**config.mk**
```make
export PLATFORM = sky130hd
export DESIGN_NAME = seq_symbol_tx
export DESIGN_NICKNAME = d
export VERILOG_FILES = /design/src/rtl/seq_symbol_tx.sv
export SDC_FILE = /design/constraint.sdc
export NUM_CORES = 1
export LEC_CHECK = 0
export CORE_MARGIN = 10
export CORE_UTILIZATION = 30
export DETAILED_ROUTE_END_ITERATION = 16
export HOLD_SLACK_MARGIN = 0.03
export PLACE_DENSITY = 0.54
export SYNTH_ARGS = -nofsm -noshare
export SYNTH_HDL_FRONTEND = slang
export SYNTH_SLANG_ARGS = --single-unit
```
**constraint.sdc**
```tcl
create_clock -name clk -period 2.6 [get_ports clk]
set_input_delay 0.39 -clock clk [delete_from_list [all_inputs] [get_ports clk]]
set_output_delay 0.39 -clock clk [all_outputs]
set_load 0.1 [all_outputs]
```
**src/rtl/seq_symbol_tx.sv**
```systemverilog
`default_nettype none
// ============================================================================
// Module   : seq_symbol_tx
// Brief    : Replays a programmed pattern of 2-bit symbols 'reps' times on a
//            registered en/x interface, honouring a downstream hold stall.
//            Optional macro SEQ_GEN_GAP_EN adds idle gap cycles between passes.
// Revision : 1.0 - initial release
// ============================================================================
module seq_symbol_tx #(
    parameter  int MAX_LEN = 8,
    parameter  int REP_W   = 4,
    parameter  int GAP_W   = 4,
    localparam int LEN_W   = $clog2(MAX_LEN + 1),
    localparam int IDX_W   = $clog2(MAX_LEN)
) (
    input  logic                   clk,
    input  logic                   rst,
    input  logic                   start,
    input  logic [2*MAX_LEN-1:0]   pat,
    input  logic [LEN_W-1:0]       len,
    input  logic [REP_W-1:0]       reps,
`ifdef SEQ_GEN_GAP_EN
    input  logic [GAP_W-1:0]       gap,
`endif
    input  logic                   hold,
    output logic                   en,
    output logic [1:0]             x,
    output logic [IDX_W-1:0]       idx,
    output logic                   busy,
    output logic                   done
);

    localparam logic [LEN_W-1:0] c_max_len = LEN_W'(MAX_LEN);

    generate
        if (MAX_LEN < 2 || REP_W < 1 || GAP_W < 1) begin : g_bad_param
            $error("seq_symbol_tx: MAX_LEN must be >= 2, REP_W and GAP_W >= 1");
        end
    endgenerate

    typedef enum logic [1:0] {
        S_IDLE = 2'd0,
        S_SEND = 2'd1,
        S_DONE = 2'd2
`ifdef SEQ_GEN_GAP_EN
        ,
        S_GAP  = 2'd3
`endif
    } state_t;

    state_t                 r_state;
    logic [2*MAX_LEN-1:0]   r_pat;
    logic [LEN_W-1:0]       r_len;
    logic [REP_W-1:0]       r_reps;
    logic [IDX_W-1:0]       r_i;
    logic [REP_W-1:0]       r_pass;
    logic                   r_en;
    logic [1:0]             r_x;
    logic [IDX_W-1:0]       r_idx;
    logic                   r_busy;
    logic                   r_done;
`ifdef SEQ_GEN_GAP_EN
    logic [GAP_W-1:0]       r_gap;
    logic [GAP_W-1:0]       r_gcnt;
`endif

    logic [LEN_W-1:0]       w_len_clamp;
    logic [REP_W-1:0]       w_reps_eff;
    logic                   w_last_sym;
    logic                   w_last_pass;
    logic [1:0]             w_sym;

    assign w_len_clamp = (len > c_max_len) ? c_max_len : len;
    assign w_reps_eff  = (reps == '0) ? REP_W'(1) : reps;
    assign w_last_sym  = (LEN_W'(r_i) == (r_len - LEN_W'(1)));
    assign w_last_pass = (r_pass == (r_reps - REP_W'(1)));
    assign w_sym       = r_pat[{r_i, 1'b0} +: 2];

    always_ff @(posedge clk) begin
        if (rst) begin
            r_state <= S_IDLE;
            r_pat   <= '0;
            r_len   <= '0;
            r_reps  <= '0;
            r_i     <= '0;
            r_pass  <= '0;
            r_en    <= 1'b0;
            r_x     <= 2'd0;
            r_idx   <= '0;
            r_busy  <= 1'b0;
            r_done  <= 1'b0;
`ifdef SEQ_GEN_GAP_EN
            r_gap   <= '0;
            r_gcnt  <= '0;
`endif
        end else begin
            case (r_state)
                S_IDLE: begin
                    r_en   <= 1'b0;
                    r_done <= 1'b0;
                    // r_done still high here means this is the done cycle: ignore start
                    if (start && !r_done) begin
                        r_pat   <= pat;
                        r_len   <= w_len_clamp;
                        r_reps  <= w_reps_eff;
                        r_i     <= '0;
                        r_pass  <= '0;
                        r_busy  <= 1'b1;
`ifdef SEQ_GEN_GAP_EN
                        r_gap   <= gap;
`endif
                        r_state <= (w_len_clamp == '0) ? S_DONE : S_SEND;
                    end
                end
                S_SEND: begin
                    if (hold) begin
                        r_en <= 1'b0;
                    end else begin
                        r_en  <= 1'b1;
                        r_x   <= w_sym;
                        r_idx <= r_i;
                        if (w_last_sym) begin
                            r_i <= '0;
                            if (w_last_pass) begin
                                r_state <= S_DONE;
                            end else begin
                                r_pass <= r_pass + REP_W'(1);
`ifdef SEQ_GEN_GAP_EN
                                if (r_gap != '0) begin
                                    r_gcnt  <= r_gap;
                                    r_state <= S_GAP;
                                end
`endif
                            end
                        end else begin
                            r_i <= r_i + IDX_W'(1);
                        end
                    end
                end
`ifdef SEQ_GEN_GAP_EN
                S_GAP: begin
                    r_en   <= 1'b0;
                    r_gcnt <= r_gcnt - GAP_W'(1);
                    if (r_gcnt == GAP_W'(1)) begin
                        r_state <= S_SEND;
                    end
                end
`endif
                S_DONE: begin
                    r_en    <= 1'b0;
                    r_done  <= 1'b1;
                    r_busy  <= 1'b0;
                    r_state <= S_IDLE;
                end
                default: begin
                    r_state <= S_IDLE;
                end
            endcase
        end
    end

    assign en   = r_en;
    assign x    = r_x;
    assign idx  = r_idx;
    assign busy = r_busy;
    assign done = r_done;

endmodule
`default_nettype wire

```
==> flow_metrics.tcl, run 1 <==
set metrics [dict create \
    postCtsSetupBuffers 0 \
    die_width_um 99.3 \
    grt_max_degree 27 \
    worst_setup_path_end_kind "flop" \
    yosys.area.top_type "dfxtp_1" \
    clk_pin_slew_ps 80 \
    syn_area_per_cell_sq_um 8.78 \
    fin_skew_ps 7.47 \
    routed_wl_um 4320 \
    hold_violations 0 \
    die_h_um 99.3 \
    p_per_area_nw_per_um2 562 \
    design.die.area_sq_um 9860 \
    viasPerCell 4.64 \
    clock_sinks 41 \
    htree_levels 2 \
    synth_top_area_frac 0.435 \
    clk_latency_ps 290 \
    synth.area.top_cells "dfxtp_1 (44%), nand2_1 (9.9%), a21oi_1 (8.0%)" \
    place_hpwl_um 3320 \
    syn-num-nets 247 \
    ant_nets 0 \
    dp.cells 323 \
    wl_per_cell_um 13.0 \
    worstMarginPinSlew_ps 498 \
    route.detailed.drc 0 \
    gp_congestion 0.722 \
    irDropWorstVdd_mv 0.205 \
    slew_headroom 0.667 \
    setup_viol 0 \
    final_util 0.401 \
    postCtsHoldBufs 0 \
    grt_util_all_layers 0.0898 \
    cts_tree "yes" \
    period_needed_ps 2050 \
    dr_total_vias 1536 \
    numPortBuffers 35 \
    cts_made_buffers 5 \
    area_delta_synth_final_pct 27.9 \
    pre_cts_ws_ps 244 \
    worst_slack_ps 549 \
    syn_inst 215 \
    place_area_sq_um 2330 \
    netlist_area_sq_um 1890 \
    grt_first_pass_wirelength_um 7380 \
    antenna_found_initial 0 \
    dr.pass1.iters 4 \
    timing.setup.tns_ps 0 \
    cts.path.max_buffers 2 \
    rsz0062_at_grt "no" \
    maxCapViolCount 0 \
    p_leak_nw 0.875 \
    io_pins 36 \
    crit_type "reg2reg" \
    hold_slack_ps 453 \
    synth_cell_types 35 \
    max_freq_mhz 488 \
    cp_data_required_time_ps 2830 \
    rows 28 \
    gr-total-overflow 0 \
    ctsResizeCount 0 \
    stdcell_count 331 \
    drt_iter0_markers 26 \
    hold_class "reg2reg" \
    yosysSeqAreaShare 0.435 \
    crit_path_max_fanout 7 \
    yosysWarnings 0 \
    critPathLaunchType "flop" \
    min_period_over_period 0.789 \
    drv_slew 0 \
    drive_gt1_frac 0.137 \
    power_mw 1.36 \
    crit_arrival_ps 2280 \
    cts_root_buf "clkbuf_8" \
    ys_ff_latch 41 \
    antenna_cells 0 \
    r2r_setup_slack_ps 550 \
    outcome "completed" \
    coreArea_sq_um 6030 \
    design_area_sq_um 2410 \
    fill_cells 647 \
    first_global_vias 1552 \
    initial_core_util 0.313 \
    fin_nets 287 \
]
## path summary, 6_finish.rpt
| kind | end | startpoint | cells after the start |
|---|---|---|---|
| max | r_pass[3] | r_len[0] | 7 |
| min | r_pat[2] | r_pat[2] | 2 |
| max reg2reg | r_pass[3] | r_len[0] | 7 |
| min reg2reg | r_pat[2] | r_pat[2] | 2 |
## registers in the layout (all words and copies together) (netlist names)
name,cells
idx,3
en,1
r_pass,4
done,1
r_state,2
x,2
busy,1
r_pat,16
r_len,4
r_i,3
r_reps,4
## synthesized netlist by cell type
master	instances
mux2i_1	4
or3_1	1
o21ai_0	7
nand2b_1	1
xor3_1	1
nor2_2	1
nor3_1	8
nand3_1	2
nor2_1	10
buf_6	1
clkbuf_1	8
xnor2_1	8
inv_1	5
nor2b_1	2
nand3b_1	3
a31oi_4	1
clkbuf_2	1
nand2_1	50
a21oi_4	1
or2b_1	1
xor2_1	3
or4b_1	1
ha_1	4
or3b_4	1
dfxtp_1	41
or4_1	3
a31o_2	1
a21oi_1	30
nor3b_1	2
mux4_2	4
nor3_4	1
a21boi_1	1
o31ai_1	1
a211oi_1	5
buf_2	1
## cell usage in the layout, fill, tap and decap left out, types with 4 or more instances in the layout
master / netlist / routed
a211oi_1: 5 / 5
a21oi_1: 30 / 30
buf_4: 0 / 17
clkbuf_8: 0 / 5
clkdlybuf4s50_1: 0 / 27
dfxtp_1: 41 / 41
ha_1: 4 / 4
inv_1: 5 / 5
mux2i_1: 4 / 4
mux4_2: 4 / 4
nand2_1: 50 / 50
nor2_1: 10 / 10
nor3_1: 8 / 8
o21ai_0: 7 / 7
xnor2_1: 8 / 8
## final cells by class
| type | count | area (sq um) | area share |
|---|---|---|---|
| clock buffer | 5 | 68.8 | 0.0285 |
| clock inverter | 3 | 17.5 | 0.00726 |
| inverter | 5 | 18.8 | 0.00778 |
| multi-input combinational | 158 | 996 | 0.413 |
| sequential | 41 | 821 | 0.340 |
| tap | 75 | 93.8 | 0.0389 |
| timing repair buffer | 44 | 398 | 0.165 |
## routing by layer
metal / vias to the layer above / GRT usage / wire [um]
met5: - / 0 / 0
met3: 5 / 0.0318 / 240
met2: 28 / 0.144 / 1970
li1: 819 / - / -
met4: 0 / 0.0298 / 57
met1: 684 / 0.109 / 2050
## power by group
group	switching, mW	internal (mW)	total, mW
combinational	0.142	0.119	0.261
sequential	0.0218	0.660	0.682
clock	0.227	0.185	0.413
total	0.391	0.965	1.36
## critical path, stage by stage (launching register included)
cell and delay (ps):
dfxtp_1 390, inv_1 70, ha_1 300, xnor2_1 160, nor3_4 270, a31oi_4 150
or4_1 510, a21boi_1 140
## kinds of logic after synthesis
group,count (synthesis),synth area share
buffers and inverters,16,0.0371
XOR/XNOR,12,0.0637
AO/OA/AOI/OAI,47,0.151
AND/OR/NAND/NOR,87,0.218
multiplexers,8,0.0690
flip-flops,41,0.435
adder cells (fa/ha/maj),4,0.0265
(Power assumes the default switching activity.)
==> run 2: changes to the inputs <==
clock period = 2.1 ns   (was 2.6 ns; I/O delays follow)
==> run 2 against run 1 <==
  * Sequential cell count unchanged
  * Total power increased by 34%
  * Final area increased by 2.8%
  * Die area unchanged
  * Largest power group unchanged
  * Hold slack improved by 2.9 ps
  * First-iteration DRC count increased to 2.8 times the previous value
  * Highest routed layer unchanged
  * Critical path type unchanged
  * Combinational power increased by 28%
  * Clock skew decreased by 4.5 ps
  * Clock power increased by 55%
  * Count of clock-buffer cells in the layout unchanged
  * Non-clock buffer count increased by 5
==> flow_metrics.tcl, run 2 (synthesis gave the netlist of run 1 again) <==
set metrics [dict create \
    p_clk_frac 0.353 \
    cts_root_buf "clkbuf_8" \
    gp_congestion 0.746 \
    viasPerCell 4.71 \
    rsz0062_at_grt "no" \
    fin_skew_ps 2.98 \
    design.die.area_sq_um 9860 \
    worst_setup_path_end_kind "flop" \
    place_hpwl_um 3260 \
    rows 28 \
    area_delta_synth_final_pct 31.5 \
    dr_total_vias 1581 \
    worstMarginPinSlew_ps 496 \
    pre_cts_ws_ps -96.4 \
    largest-register "r_pat" \
    cts_made_buffers 5 \
    whs_path_depth 2 \
    grt_first_pass_wirelength_um 7530 \
    maxCapViolCount 0 \
    grt_util_all_layers 0.0906 \
    postCtsHoldBufs 0 \
    fin_nets 292 \
    route.detailed.drc 0 \
    first_global_vias 1651 \
    drt_iter0_markers 72 \
    antenna_found_initial 0 \
    drv_slew 0 \
    routed_wl_um 4320 \
    coreArea_sq_um 6030 \
    die_width_um 99.3 \
    drive_gt1_frac 0.157 \
    min_period_over_period 0.925 \
    cts.path.max_buffers 2 \
    reg2reg_depth 7 \
    fill_cells 640 \
    switchingPower_mw 0.491 \
    crit_type "reg2reg" \
    mostFrequentLayoutCell "nand2_1" \
    power_frac_comb 0.183 \
    seqPwrFrac 0.464 \
    p_int_mw 1.33 \
    io_pins 36 \
    grt_max_degree 27 \
    critPathLaunchType "flop" \
    hold_violations 0 \
    clk_latency_ps 290 \
    dr.pass1.iters 4 \
    final_cell_mix "nand2_1 (50), dfxtp_1 (40), a21oi_1 (30)" \
    crit_path_max_fanout 4 \
    initial_core_util 0.313 \
    htree_levels 2 \
    cp_data_required_time_ps 2330 \
    die_h_um 99.3 \
    wl_per_cell_um 12.8 \
    outcome "completed" \
    power.share.switching 0.270 \
    p_leak_nw 0.911 \
    numPortBuffers 35 \
    max_freq_mhz 515 \
    place_area_sq_um 2370 \
    clk_pin_slew_ps 80 \
    worst_slack_ps 158 \
    multi_input_area_sq_um 996 \
    r2r_setup_slack_ps 160 \
    postCtsSetupBuffers 0 \
    largest_register_ffs 16 \
    ctsResizeCount 0 \
    irDropWorstVdd_mv 0.325 \
    regArea_sq_um 822 \
    dp.cells 328 \
    setup_viol 0 \
    period_needed_ps 1940 \
    crit_arrival_ps 2170 \
    ant_nets 0 \
    hold_class "reg2reg" \
    stdcell_count 336 \
    design_area_sq_um 2480 \
    antenna_cells 0 \
    p_per_area_nw_per_um2 733 \
    cts_tree "yes" \
    gr-total-overflow 0 \
    clock_sinks 41 \
    slew_headroom 0.669 \
]
## run 2: changes by cell type in the layout (fill, tap and decap cells not counted)
cell       before  now
dfxtp_2         0    1
dfxtp_1        41   40
clkinv_4        0    1
bufinv_16       0    1
clkinv_2        2    0
buf_4          17   22
## run 2: worst paths after layout
path,startpoint,end
hold / removal,r_pat[1],r_pat[1]
setup reg to reg,r_len[1],r_pass[3]
hold reg to reg,r_pat[1],r_pat[1]
setup / recovery,r_len[1],r_pass[3]
## run 2: layout make-up
cell class / count / area share
clock buffers: 5 / 0.0277
clock inverters: 3 / 0.0187
well taps: 75 / 0.0378
inverters: 5 / 0.00756
flip-flops and latches: 41 / 0.331
repair buffers: 49 / 0.175
multi-input cells: 158 / 0.401
## run 2: power by group through the flow
stage	registers, mW	clock network, mW	logic (mW)
2_1_floorplan	0.896	0	0.178
3_3_place_gp	0.863	0	0.334
3_5_place_dp	0.864	0	0.336
4_1_cts	0.845	0.670	0.338
5_1_grt	0.851	0.702	0.369
6_report	0.844	0.642	0.333
## run 2: stage by stage
step | total power [mW] | TNS (ps) | hold slack [ps] | utilization
floorplan | 1.07 | 0 | 433 | -
global route | 1.92 | 0 | 478 | 0.412
global placement | 1.20 | -1210 | 441 | 0.393
finish | 1.82 | 0 | 456 | 0.412
CTS | 1.85 | 0 | 459 | 0.412
detailed placement | 1.20 | -1400 | 446 | 0.393
## run 2: worst max-delay path: stages (launching register included)
cell and delay, ps:
dfxtp_1 350, inv_1 50, ha_1 280, xnor2_1 160, nor3_4 260, a31oi_4 130, or4_1 510, a21boi_1 140
## run 2: routing by layer
layer | share of wire | vias to the layer above | GRT usage
met3 | 0.047 | 4 | 0.0277
met4 | 0.0097 | 0 | 0.0309
met2 | 0.47 | 30 | 0.147
met1 | 0.48 | 724 | 0.111
met5 | 0 | - | 0
li1 | - | 823 | -
==> run 3: changes to the inputs <==
SLEW_MARGIN = 0   (was default)
==> results of run 3 <==
No change in the layout: final DEF, timing and power equal those of run 2.
